`config.mk`:
```
export PLATFORM = sky130hd
export DESIGN_NAME = mem_copy_dma
export DESIGN_NICKNAME = d
export VERILOG_FILES = /design/src/rtl/mmu_pkg.sv /design/src/rtl/req_timeout_ctr.sv /design/src/rtl/mem_copy_dma.sv
export SDC_FILE = /design/constraint.sdc
export NUM_CORES = 1
export LEC_CHECK = 0
export CAP_MARGIN = 20
export CORE_UTILIZATION = 45
export CTS_CLUSTER_DIAMETER = 200
export DETAILED_ROUTE_END_ITERATION = 10
export PLACE_DENSITY = 0.74
export SETUP_SLACK_MARGIN = 0.3
export SKIP_CTS_REPAIR_TIMING = 1
export SLEW_MARGIN = 5
export SYNTH_ARGS = -nofsm -noshare
export SYNTH_HDL_FRONTEND = slang
export SYNTH_SLANG_ARGS = --single-unit
```
`constraint.sdc`:
```
create_clock -name clk -period 4.7 [get_ports clk]
set_clock_uncertainty 0.2 [all_clocks]
set_input_delay 0.705 -clock clk [delete_from_list [all_inputs] [get_ports clk]]
set_output_delay 0.705 -clock clk [all_outputs]
set_load 0.005 [all_outputs]
```
`src/rtl/mmu_pkg.sv`:
```
// ============================================================================
// Module  : mmu_pkg
// Brief   : Shared state encoding and error codes for the memory-copy DMA.
// Revision: 1.0 - initial release
// ============================================================================
`default_nettype none

package mmu_pkg;

    typedef enum logic [2:0] {
        ST_IDLE    = 3'd0,
        ST_RD_REQ  = 3'd1,
        ST_RD_WAIT = 3'd2,
        ST_WR_REQ  = 3'd3,
        ST_WR_WAIT = 3'd4,
        ST_DONE    = 3'd5
    } dma_state_t;

    localparam logic [1:0] c_err_none     = 2'd0;
    localparam logic [1:0] c_err_bus      = 2'd1;
    localparam logic [1:0] c_err_timeout  = 2'd2;
    localparam logic [1:0] c_err_misalign = 2'd3;

endpackage

`default_nettype wire

```
`src/rtl/req_timeout_ctr.sv`:
```
// ============================================================================
// Module  : req_timeout_ctr
// Brief   : Counts idle wait cycles; expired fires on the last allowed cycle.
// Revision: 1.0 - initial release
// ============================================================================
`default_nettype none

module req_timeout_ctr #(
    parameter int TIMEOUT_CYCLES = 64
) (
    input  logic clk,
    input  logic rst,
    input  logic clear,
    input  logic enable,
    output logic expired
);

    localparam int CW = $clog2(TIMEOUT_CYCLES + 1);

    logic [CW-1:0] r_cnt;

    always_ff @(posedge clk) begin
        if (rst || clear) begin
            r_cnt <= '0;
        end else if (enable) begin
            r_cnt <= r_cnt + CW'(1);
        end
    end

    // Asserted during the TIMEOUT_CYCLES-th consecutive idle wait cycle.
    assign expired = enable && (r_cnt == CW'(TIMEOUT_CYCLES - 1));

endmodule

`default_nettype wire

```
`src/rtl/mem_copy_dma.sv`:
```
// ============================================================================
// Module  : mem_copy_dma
// Brief   : Word-by-word memory copy engine, one outstanding request at a time.
// Revision: 1.0 - initial release
// ============================================================================
`default_nettype none

module mem_copy_dma
    import mmu_pkg::*;
#(
    parameter int MEM_W          = 32,
    parameter int TIMEOUT_CYCLES = 64
) (
    input  logic                 clk,
    input  logic                 rst,
    input  logic                 start,
    input  logic                 abort,
    input  logic [31:0]          src_addr,
    input  logic [31:0]          dst_addr,
    input  logic [15:0]          len_words,
    output logic                 mem_req_o,
    output logic [31:0]          mem_addr_o,
    output logic                 mem_we_o,
    output logic [MEM_W/8-1:0]   mem_be_o,
    output logic [MEM_W-1:0]     mem_wdata_o,
    input  logic                 mem_rvalid_i,
    input  logic                 mem_err_i,
    input  logic [MEM_W-1:0]     mem_rdata_i,
    output logic                 busy,
    output logic                 done,
    output logic                 error,
    output logic [1:0]           err_code,
    output logic [31:0]          err_addr
);

    dma_state_t       r_state;
    dma_state_t       w_state_nxt;
    logic [31:0]      r_src;
    logic [31:0]      r_dst;
    logic [15:0]      r_len;
    logic [MEM_W-1:0] r_data;
    logic             r_done;
    logic             r_error;
    logic [1:0]       r_err_code;
    logic [31:0]      r_err_addr;

    logic w_misaligned;
    logic w_in_wait;
    logic w_tmo_en;
    logic w_expired;

    assign w_misaligned = (src_addr[1:0] != 2'b00) || (dst_addr[1:0] != 2'b00);
    assign w_in_wait    = (r_state == ST_RD_WAIT) || (r_state == ST_WR_WAIT);
    assign w_tmo_en     = w_in_wait && !mem_rvalid_i && !mem_err_i;

    req_timeout_ctr #(
        .TIMEOUT_CYCLES (TIMEOUT_CYCLES)
    ) u_tmo (
        .clk     (clk),
        .rst     (rst),
        .clear   (!w_in_wait),
        .enable  (w_tmo_en),
        .expired (w_expired)
    );

    always_ff @(posedge clk) begin
        if (rst) begin
            r_state <= ST_IDLE;
        end else begin
            r_state <= w_state_nxt;
        end
    end

    always_comb begin
        w_state_nxt = r_state;
        unique case (r_state)
            ST_IDLE: begin
                if (start && !w_misaligned) begin
                    w_state_nxt = (len_words == 16'd0) ? ST_DONE : ST_RD_REQ;
                end
            end
            ST_RD_REQ:  w_state_nxt = ST_RD_WAIT;
            ST_RD_WAIT: begin
                if (mem_err_i || w_expired) w_state_nxt = ST_IDLE;
                else if (mem_rvalid_i)      w_state_nxt = ST_WR_REQ;
            end
            ST_WR_REQ:  w_state_nxt = ST_WR_WAIT;
            ST_WR_WAIT: begin
                if (mem_err_i || w_expired) w_state_nxt = ST_IDLE;
                else if (mem_rvalid_i)      w_state_nxt = (r_len == 16'd1) ? ST_DONE : ST_RD_REQ;
            end
            ST_DONE:    w_state_nxt = ST_IDLE;
            default:    w_state_nxt = ST_IDLE;
        endcase
        if (abort && (r_state != ST_IDLE)) begin
            w_state_nxt = ST_IDLE;
        end
    end

    always_ff @(posedge clk) begin
        if (rst) begin
            r_src      <= '0;
            r_dst      <= '0;
            r_len      <= '0;
            r_data     <= '0;
            r_done     <= 1'b0;
            r_error    <= 1'b0;
            r_err_code <= c_err_none;
            r_err_addr <= '0;
        end else begin
            r_done <= (r_state == ST_DONE) && !abort;
            case (r_state)
                ST_IDLE: begin
                    if (start) begin
                        if (w_misaligned) begin
                            r_error    <= 1'b1;
                            r_err_code <= c_err_misalign;
                            r_err_addr <= src_addr;
                        end else begin
                            r_error    <= 1'b0;
                            r_err_code <= c_err_none;
                            r_err_addr <= '0;
                            r_src      <= src_addr;
                            r_dst      <= dst_addr;
                            r_len      <= len_words;
                        end
                    end
                end
                ST_RD_WAIT: begin
                    if (!abort) begin
                        if (mem_err_i) begin
                            r_error    <= 1'b1;
                            r_err_code <= c_err_bus;
                            r_err_addr <= r_src;
                        end else if (mem_rvalid_i) begin
                            r_data <= mem_rdata_i;
                        end else if (w_expired) begin
                            r_error    <= 1'b1;
                            r_err_code <= c_err_timeout;
                            r_err_addr <= r_src;
                        end
                    end
                end
                ST_WR_WAIT: begin
                    if (!abort) begin
                        if (mem_err_i) begin
                            r_error    <= 1'b1;
                            r_err_code <= c_err_bus;
                            r_err_addr <= r_dst;
                        end else if (mem_rvalid_i) begin
                            r_len <= r_len - 16'd1;
                            r_src <= r_src + 32'd4;
                            r_dst <= r_dst + 32'd4;
                        end else if (w_expired) begin
                            r_error    <= 1'b1;
                            r_err_code <= c_err_timeout;
                            r_err_addr <= r_dst;
                        end
                    end
                end
                default: ;
            endcase
        end
    end

    // Request fields are forced to zero whenever no request is being issued.
    always_comb begin
        mem_req_o   = 1'b0;
        mem_addr_o  = '0;
        mem_we_o    = 1'b0;
        mem_be_o    = '0;
        mem_wdata_o = '0;
        if (r_state == ST_RD_REQ) begin
            mem_req_o  = 1'b1;
            mem_addr_o = r_src;
            mem_be_o   = '1;
        end else if (r_state == ST_WR_REQ) begin
            mem_req_o   = 1'b1;
            mem_addr_o  = r_dst;
            mem_we_o    = 1'b1;
            mem_be_o    = '1;
            mem_wdata_o = r_data;
        end
    end

    assign busy     = (r_state != ST_IDLE);
    assign done     = r_done;
    assign error    = r_error;
    assign err_code = r_err_code;
    assign err_addr = r_err_addr;

endmodule

`default_nettype wire

```
==> reports/results.tsv <==
metric	value	unit
fin_ws	957	ps
drt_wl_total	31600	microns
port_buffers	224	
worstPathArrival	2840	ps
placed_area	0.0116	sq mm
ys_warn_count	0	
cts_root_buf	clkbuf_16	
cts.sinks	158	
dp_cells	1585	
drc	0	
finalPower	3.20	mW
num_antenna_cells	0	
final_cells	1618	
syn_area	0.00938	sq mm
antenna_found_initial	0	
cap_violations	0	
crit_type	reg -> out	
cts_buffers	17	
rsz0062_at_grt	no	
postRouteAntennaNets	0	
dieArea	0.0214	sq mm
routed-via-count	10129	
ys_seq_area_frac	0.337	
min_from	r_data[16]$_SDFFE_PP0P_	
async_flop_share	0	
p_per_area	262	mW/mm^2
vdd_ir_drop_max	274	uV
grt.total_usage	0.287	
crit_required	3800	ps
synth_ff_type	dfxtp_1	
fillCellCount	1820	
avgSynthCellArea	7.79	sq um
fin_nets	1458	
fin_area	0.0122	sq mm
overflow	0	
dr.pass1.iters	6	
cp_slowest_stage_delay	760	ps
min_path_type	reg -> reg	
leakagePower	3.98	nW
path_max_fanout	38	
post-route-util	0.598	
fin_crit	3740	ps
startpoint	r_state[0]$_SDFFE_PP0P_	
area_growth	29.9	%
h-tree-depth	4	
wire_per_inst	19.5	microns
coreArea	0.0204	sq mm
synthDistinctLibCells	75	
drtIter0Drc	1121	
r2r_setup_slack	1400	ps
cpLargestDelayFamily	buffers and inverters	
pin_count	225	
cp_slowest_cell	inv_1	
gp_congestion	0.908	
holdWs	250	ps
fin_setup_tns	0	ps
place_ws	1080	ps
final_hold_viol_count	0	
worstSkewPairLatency	430	ps
worstMarginPinSlew	1130	ps
drive_above_1_share	0.0957	
die_h	146	microns
critPathLaunchType	flop	
cts_buffer_depth	2	
drv_slew	0	
final-setup-viol-count	0	
max-slew-margin-rel	0.249	
hpwlAfterDp	21300	microns
path_common_cell	inv_1	
routed_via_density	6.26	
die_x	146	microns
syn_nets	1327	
rows	52	
cp_num_buf_inv	3	
layout_commonest_cell	clkdlybuf4s50_1	
synth_edf_count	0	
cts_tree	done	
synth-seq-cells	158	
cp-end-kind	primary output	
outcome	completed	
rr_startpoint	r_state[1]$_SDFFE_PP0P_	
grt_pass1_wl	49600	microns
fmax	0.267	GHz
path_cells	nand2b_1, inv_1, nand2_1, inv_1, clkdlybuf4s50_1	
path_clk_slew	60	ps
synth_cells	1204	
start_util	0.461	
grt_max_degree	113	
period_share	0.796	
grt_pass1_vias	9273	
final_cell_mix	clkdlybuf4s50_1 (223), dfxtp_1 (157), nand2_1 (155)	
-- worst register-to-register path, stage by stage (launching register included) --
cell       delay, ps
dfxtp_2          320
buf_4            480
or3b_1           580
a2111oi_4        530
a211o_1          210
buf_4            470
a21oi_1          140
a311oi_1         280
-- registers in the layout (all words and copies together), names as in the netlist --
name,cells
err_code,2
r_data,32
err_addr,32
r_len,16
r_src,32
error,1
r_dst,32
u_tmo.r_cnt,7
done,1
r_state,3
-- area by class of cell --
| type | count | area, sq um | area share |
|---|---|---|---|
| clock buffer | 21 | 460 | 0.0378 |
| clock inverter | 11 | 131 | 0.0108 |
| inverter | 17 | 63.8 | 0.00524 |
| multi-input combinational | 896 | 5600 | 0.460 |
| sequential | 158 | 3160 | 0.260 |
| tap | 270 | 338 | 0.0277 |
| timing repair buffer | 245 | 2430 | 0.199 |
-- cells by family after synthesis --
group / after synthesis / synth area share
xor gates and xnor gates: 6 / 0.00560
DFF: 158 / 0.337
buffers and inverters: 150 / 0.0708
muxes: 37 / 0.0401
adders and majority gates: 5 / 0.00667
and+or+nand+nor: 459 / 0.238
AOI/OAI and AO/OA: 389 / 0.302
-- power by group --
part	total [mW]	switching [mW]	internal, mW
Clock	1.41	0.595	0.817
Combinational	0.379	0.174	0.205
Sequential	1.41	0.0338	1.37
-- per-layer routing --
metal | wire length, microns | global-route usage | vias up
met3 | 2800 | 0.0497 | 56
met2 | 14800 | 0.461 | 554
met5 | 0 | 0 | -
met4 | 818 | 0.100 | 0
li1 | - | - | 4747
met1 | 13200 | 0.388 | 4772
-- final timing paths --
kind	endpoint	cells after the start
max reg2reg	err_addr[1]$_SDFFE_PP0P_	7
min reg2reg	r_data[16]$_SDFFE_PP0P_	2
min	r_data[16]$_SDFFE_PP0P_	2
max	mem_we_o	5
-- cell usage after synthesis, drive strengths merged (30+ instances only) --
cell / number / area (sq um)
nand2: 156 / 586
mux2i: 32 / 320
and3: 50 / 313
a222oi: 30 / 300
dfxtp: 158 / 3160
nand3: 39 / 195
a21oi: 135 / 747
buf: 36 / 234
clkbuf: 97 / 367
o21ai: 44 / 220
a211oi: 52 / 541
nor2: 104 / 393
Note: power is estimated with default switching activity, not from simulation.
